===== config.mk =====
export PLATFORM = sky130hd
export DESIGN_NAME = instruction_sequencer
export DESIGN_NICKNAME = d
export VERILOG_FILES = /design/src/rtl/instruction_sequencer.sv
export SDC_FILE = /design/constraint.sdc
export NUM_CORES = 1
export LEC_CHECK = 0
export CAP_MARGIN = 10
export CORE_ASPECT_RATIO = 1.4
export CORE_MARGIN = 10
export CORE_UTILIZATION = 42
export DETAILED_ROUTE_END_ITERATION = 7
export GPL_TIMING_DRIVEN = 0
export PLACE_DENSITY_LB_ADDON = 0.15
export SKIP_LAST_GASP = 1
export SLEW_MARGIN = 20
export SYNTH_ARGS = -nofsm -noshare
export SYNTH_HDL_FRONTEND = slang
export SYNTH_SLANG_ARGS = --single-unit

===== constraint.sdc =====
create_clock -name clk -period 1.7 [get_ports clk]
set_clock_uncertainty 0.05 [all_clocks]
set_input_delay 0.51 -clock clk [delete_from_list [all_inputs] [get_ports clk]]
set_output_delay 0.51 -clock clk [all_outputs]
set_load 0.01 [all_outputs]

===== src/rtl/instruction_sequencer.sv =====
// Fetch/decode/execute phase controller: owns pc and ir, fetches opcodes over req/ack.
// Optional SINGLE_STEP_EN adds a step input and halts after every instruction.
module instruction_sequencer #(
  parameter int unsigned           ADDR_W   = 8,
  parameter logic [ADDR_W-1:0]     RESET_PC = '0
) (
  input  logic              clk,
  input  logic              rst,
  input  logic              run,
`ifdef SINGLE_STEP_EN
  input  logic              step,
`endif
  output logic              mem_req,
  output logic [ADDR_W-1:0] mem_addr,
  input  logic              mem_ack,
  input  logic [7:0]        mem_data,
  output logic [7:0]        ir,
  output logic              fetch,
  output logic              decode,
  output logic              execute,
  input  logic              exec_stall,
  input  logic              pc_load,
  input  logic [ADDR_W-1:0] pc_load_val,
  input  logic              halt_req,
  output logic              halted,
  output logic [ADDR_W-1:0] pc
);

  typedef enum logic [2:0] {StIdle, StFetch, StDecode, StExecute, StHalt} state_e;

  state_e            state_q, state_d;
  logic [ADDR_W-1:0] pc_q, pc_d;
  logic [7:0]        ir_q, ir_d;
  logic              fetch_q, decode_q, execute_q, halted_q;
  logic              resume;

`ifdef SINGLE_STEP_EN
  assign resume = (run && !halt_req) || step;
`else
  assign resume = run && !halt_req;
`endif

  always_comb begin
    state_d = state_q;
    pc_d    = pc_q;
    ir_d    = ir_q;
    unique case (state_q)
      StIdle: begin
        if (run) state_d = StFetch;
      end
      StFetch: begin
        if (mem_ack) begin
          ir_d    = mem_data;
          pc_d    = pc_q + ADDR_W'(1);
          state_d = StDecode;
        end
      end
      StDecode: state_d = StExecute;
      StExecute: begin
        // Jump and halt are only honoured on the last execute cycle.
        if (!exec_stall) begin
          if (pc_load) pc_d = pc_load_val;
`ifdef SINGLE_STEP_EN
          state_d = StHalt;
`else
          state_d = halt_req ? StHalt : StFetch;
`endif
        end
      end
      StHalt: begin
        if (resume) state_d = StFetch;
      end
      default: state_d = StIdle;
    endcase
  end

  // Strobes are registered from the next state so they line up with state_q.
  always_ff @(posedge clk or posedge rst) begin
    if (rst) begin
      state_q   <= StIdle;
      pc_q      <= RESET_PC;
      ir_q      <= 8'h00;
      fetch_q   <= 1'b0;
      decode_q  <= 1'b0;
      execute_q <= 1'b0;
      halted_q  <= 1'b0;
    end else begin
      state_q   <= state_d;
      pc_q      <= pc_d;
      ir_q      <= ir_d;
      fetch_q   <= (state_d == StFetch);
      decode_q  <= (state_d == StDecode);
      execute_q <= (state_d == StExecute);
      halted_q  <= (state_d == StHalt);
    end
  end

  assign mem_req  = fetch_q;
  assign fetch    = fetch_q;
  assign decode   = decode_q;
  assign execute  = execute_q;
  assign halted   = halted_q;
  assign mem_addr = pc_q;
  assign pc       = pc_q;
  assign ir       = ir_q;

endmodule


==> run_results.csv <==
group,metric,value,unit
detailed_routing,drt_wl_total,3.24,mm
clock_network,clkTransAtPathRegs,0.08,ns
clock_network,htreeDepth,1,
sta,max_slew_margin,0.419,
sta,totalNegativeSetupSlack,0,ns
logic_synthesis,synth_edf_count,0,
worst_setup_path,critical_path.top_delay_family,"buffers and inverters",
floorplanning,start_util,0.430,
floorplanning,placementRows,23,
worst_setup_path,cp.required,1.80,ns
grt,grt_pass1_wl,5.46,mm
pwr,total_power,3.38,mW
final_layout,antenna_cells,0,
worst_setup_path,path_buf_inv,1,
final_layout,final_nets,204,
worst_setup_path,cp.arrival,1.78,ns
detailed_routing,wl_met3,220,um
worst_hold_path,hold_start,"mem_addr[0]",
logic_synthesis,syn-num-nets,135,
grt,grt_overflow,0,
grt,grt_use_total,0.122,
final_layout,post-route-util,0.681,
clock_network,cts_buffers,3,
clock_network,clock-sinks,23,
detailed_routing,wl_met1,1.20,mm
detailed_routing,wl_met2,1.78,mm
detailed_routing,drtIter0Drc,23,
sta,fmax,594,MHz
run_status,outcome,"complete, no violations",
pwr,ir_drop,0.000960,V
logic_synthesis,synth_area,1210,um^2
clock_network,clk_path_buf_depth,2,
worst_setup_path,worstSetupStartpointType,"input port",
worst_hold_path,hold_path_class,"reg -> reg",
worst_setup_path,max_stage_delay,0.54,ns
grt,first_global_vias,1156,
detailed_routing,drt_first_pass_iters,4,
final_layout,drive_above_1_share,0.291,
detailed_routing,routedWlPerCell,15.0,um
detailed_routing,antenna_left,0,
sta,rsz0062_at_grt,"false",
worst_setup_path,slowest_stage,"clkdlybuf4s50_1",
logic_synthesis,synth_cells,111,
sta,hold_violations,0,
clock_network,cts_root_buffer,"clkbuf_8",
logic_synthesis,synth_warnings,0,
job,drv_cap,0,
logic_synthesis,async_flop_share,1.00,
sta,period_minus_slack,1.68,ns
floorplanning,core_area,2820,um^2
sta,setup_violations,0,
logic_synthesis,ys_ff_latch,23,
worst_setup_path,crit_start,"mem_ack",
clock_network,clkLatencyLatePin,0.26,ns
floorplanning,fp.dieH,83.6,um
worst_setup_path,endpoint_kind,"flop",
place,dp_hpwl,2.46,mm
floorplanning,die_w,65.4,um
logic_synthesis,yosysSeqAreaShare,0.474,
place,portBuffers,51,
clock_network,holdBufCountCts,0,
floorplanning,ios,52,
place,routabilityCongestion,0.755,
clock_network,cts_tree,"done",
sta,max_slew.worst_pin.slew,0.871,ns
logic_synthesis,ys_types,34,
pwr,p_leak,0.920,nW
detailed_routing,via_count,1075,
worst_setup_path,criticalPathCategory,"in -> reg",
worst_setup_path,crit_chain,"clkdlybuf4s50_1, nand2b_4, nor2_4, mux2_2",
grt,antenna_found_initial,0,
final_layout,synthToLayoutAreaGrowth,58.2,%
logic_synthesis,syn_area_per_cell,10.9,um^2
detailed_routing,dr.max_layer_used,"met4",
sta,fin_crit_sh,0.991,
pwr,p_per_area,1760,nW/um^2
grt,grt_max_degree,24,
worst_setup_path,r2r_start,"mem_addr[0]",
worst_setup_path,crit_fanout,9,
detailed_routing,vias_per_cell,4.98,
floorplanning,dieArea,5470,um^2
logic_synthesis,ys.flop_type,"dfrtp_1",
detailed_routing,drc_errors,0,
sta,report.final.slew_viol_count,0,
## report_power, final
group | internal, mW | total (mW) | switching [mW]
Sequential | 0.809 | 0.989 | 0.180
Clock | 0.167 | 0.335 | 0.167
Combinational | 1.14 | 2.05 | 0.911
## metrics by stage
| stage | cell area, um^2 | std cells | hold WS [ns] | setup WS (ns) |
|---|---|---|---|---|
| after floorplan | 1210 | 111 | 0.447 | 0.266 |
| after CTS | 1840 | 210 | 0.437 | -0.173 |
| after global routing | 1920 | 216 | 0.477 | 0.00150 |
| after global placement | 1770 | 199 | 0.440 | -0.222 |
| after detailed placement | 1770 | 199 | 0.444 | -0.245 |
| final | 1920 | 216 | 0.436 | 0.0158 |
## cell usage after synthesis (3+ instances only)
master | instances | area (um^2)
o21ai_0 | 10 | 50.1
nand3_1 | 4 | 20.0
a21oi_1 | 11 | 55.1
nand2_1 | 5 | 18.8
nor2_1 | 3 | 11.3
a2bb2oi_1 | 3 | 26.3
mux2_2 | 8 | 90.1
buf_6 | 3 | 33.8
dfrtp_1 | 23 | 576
inv_1 | 3 | 11.3
buf_4 | 9 | 67.6
## flip-flops by register name, summed over array words and instances (netlist names)
name / count
mem_addr: 8
state_q: 3
execute: 1
halted: 1
ir: 8
decode: 1
fetch: 1
## per-layer routing
metal / GRT usage / up-vias
li1: - / 522
met1: 0.126 / 516
met2: 0.220 / 32
met3: 0.0376 / 5
met4: 0.0430 / 0
met5: 0 / -
## layout by cell type, fill, tap and decap left out, drive strengths merged, types with 4 or more instances in the layout
master,n
a21oi,13
buf,25
clkbuf,4
clkdlybuf4s50,21
dfrtp,23
dlygate4sd2,24
dlymetal6s2s,4
inv,4
mux2,8
nand2,6
nand3,4
nor2,4
o21ai,13
## worst paths after layout
path	cells past startpoint	to	slack [ns]
max	4	ir[1]	0.02
min	1	mem_addr[0]	0.44
max reg2reg	6	mem_addr[4]	0.14
min reg2reg	1	mem_addr[0]	0.44
max in group asynchronous	2	mem_addr[4]	0.33
min in group asynchronous	2	ir[5]	0.67
## cells by family (layout without fill, tap and decap cells)
group	count (synthesis)	in the layout	share of synthesized area
buffers and inverters	16	84	0.0959
AO/OA/AOI/OAI	33	33	0.172
adder cells (fa/ha/maj)	1	1	0.0103
flip-flops	23	23	0.474
AND/OR/NAND/NOR	29	29	0.165
multiplexers	9	9	0.0825
## final cells by class
type / instances / area, um^2
fill: 264 / 900
timing repair buffer: 64 / 601
sequential: 23 / 578
multi-input combinational: 72 / 534
buffer: 12 / 101
tap: 37 / 46.3
clock buffer: 4 / 45.0
inverter: 4 / 15.0
## what timing repair did
| item | in CTS | in global routing |
|---|---|---|
| gates resized for setup | 28 | 9 |
| pin swaps | 0 | 3 |
| buffers inserted | 7 | 6 |
| hold endpoints to repair | 0 | 0 |
| setup endpoints to repair | 27 | 13 |
Power figures use the tool's default switching activity.
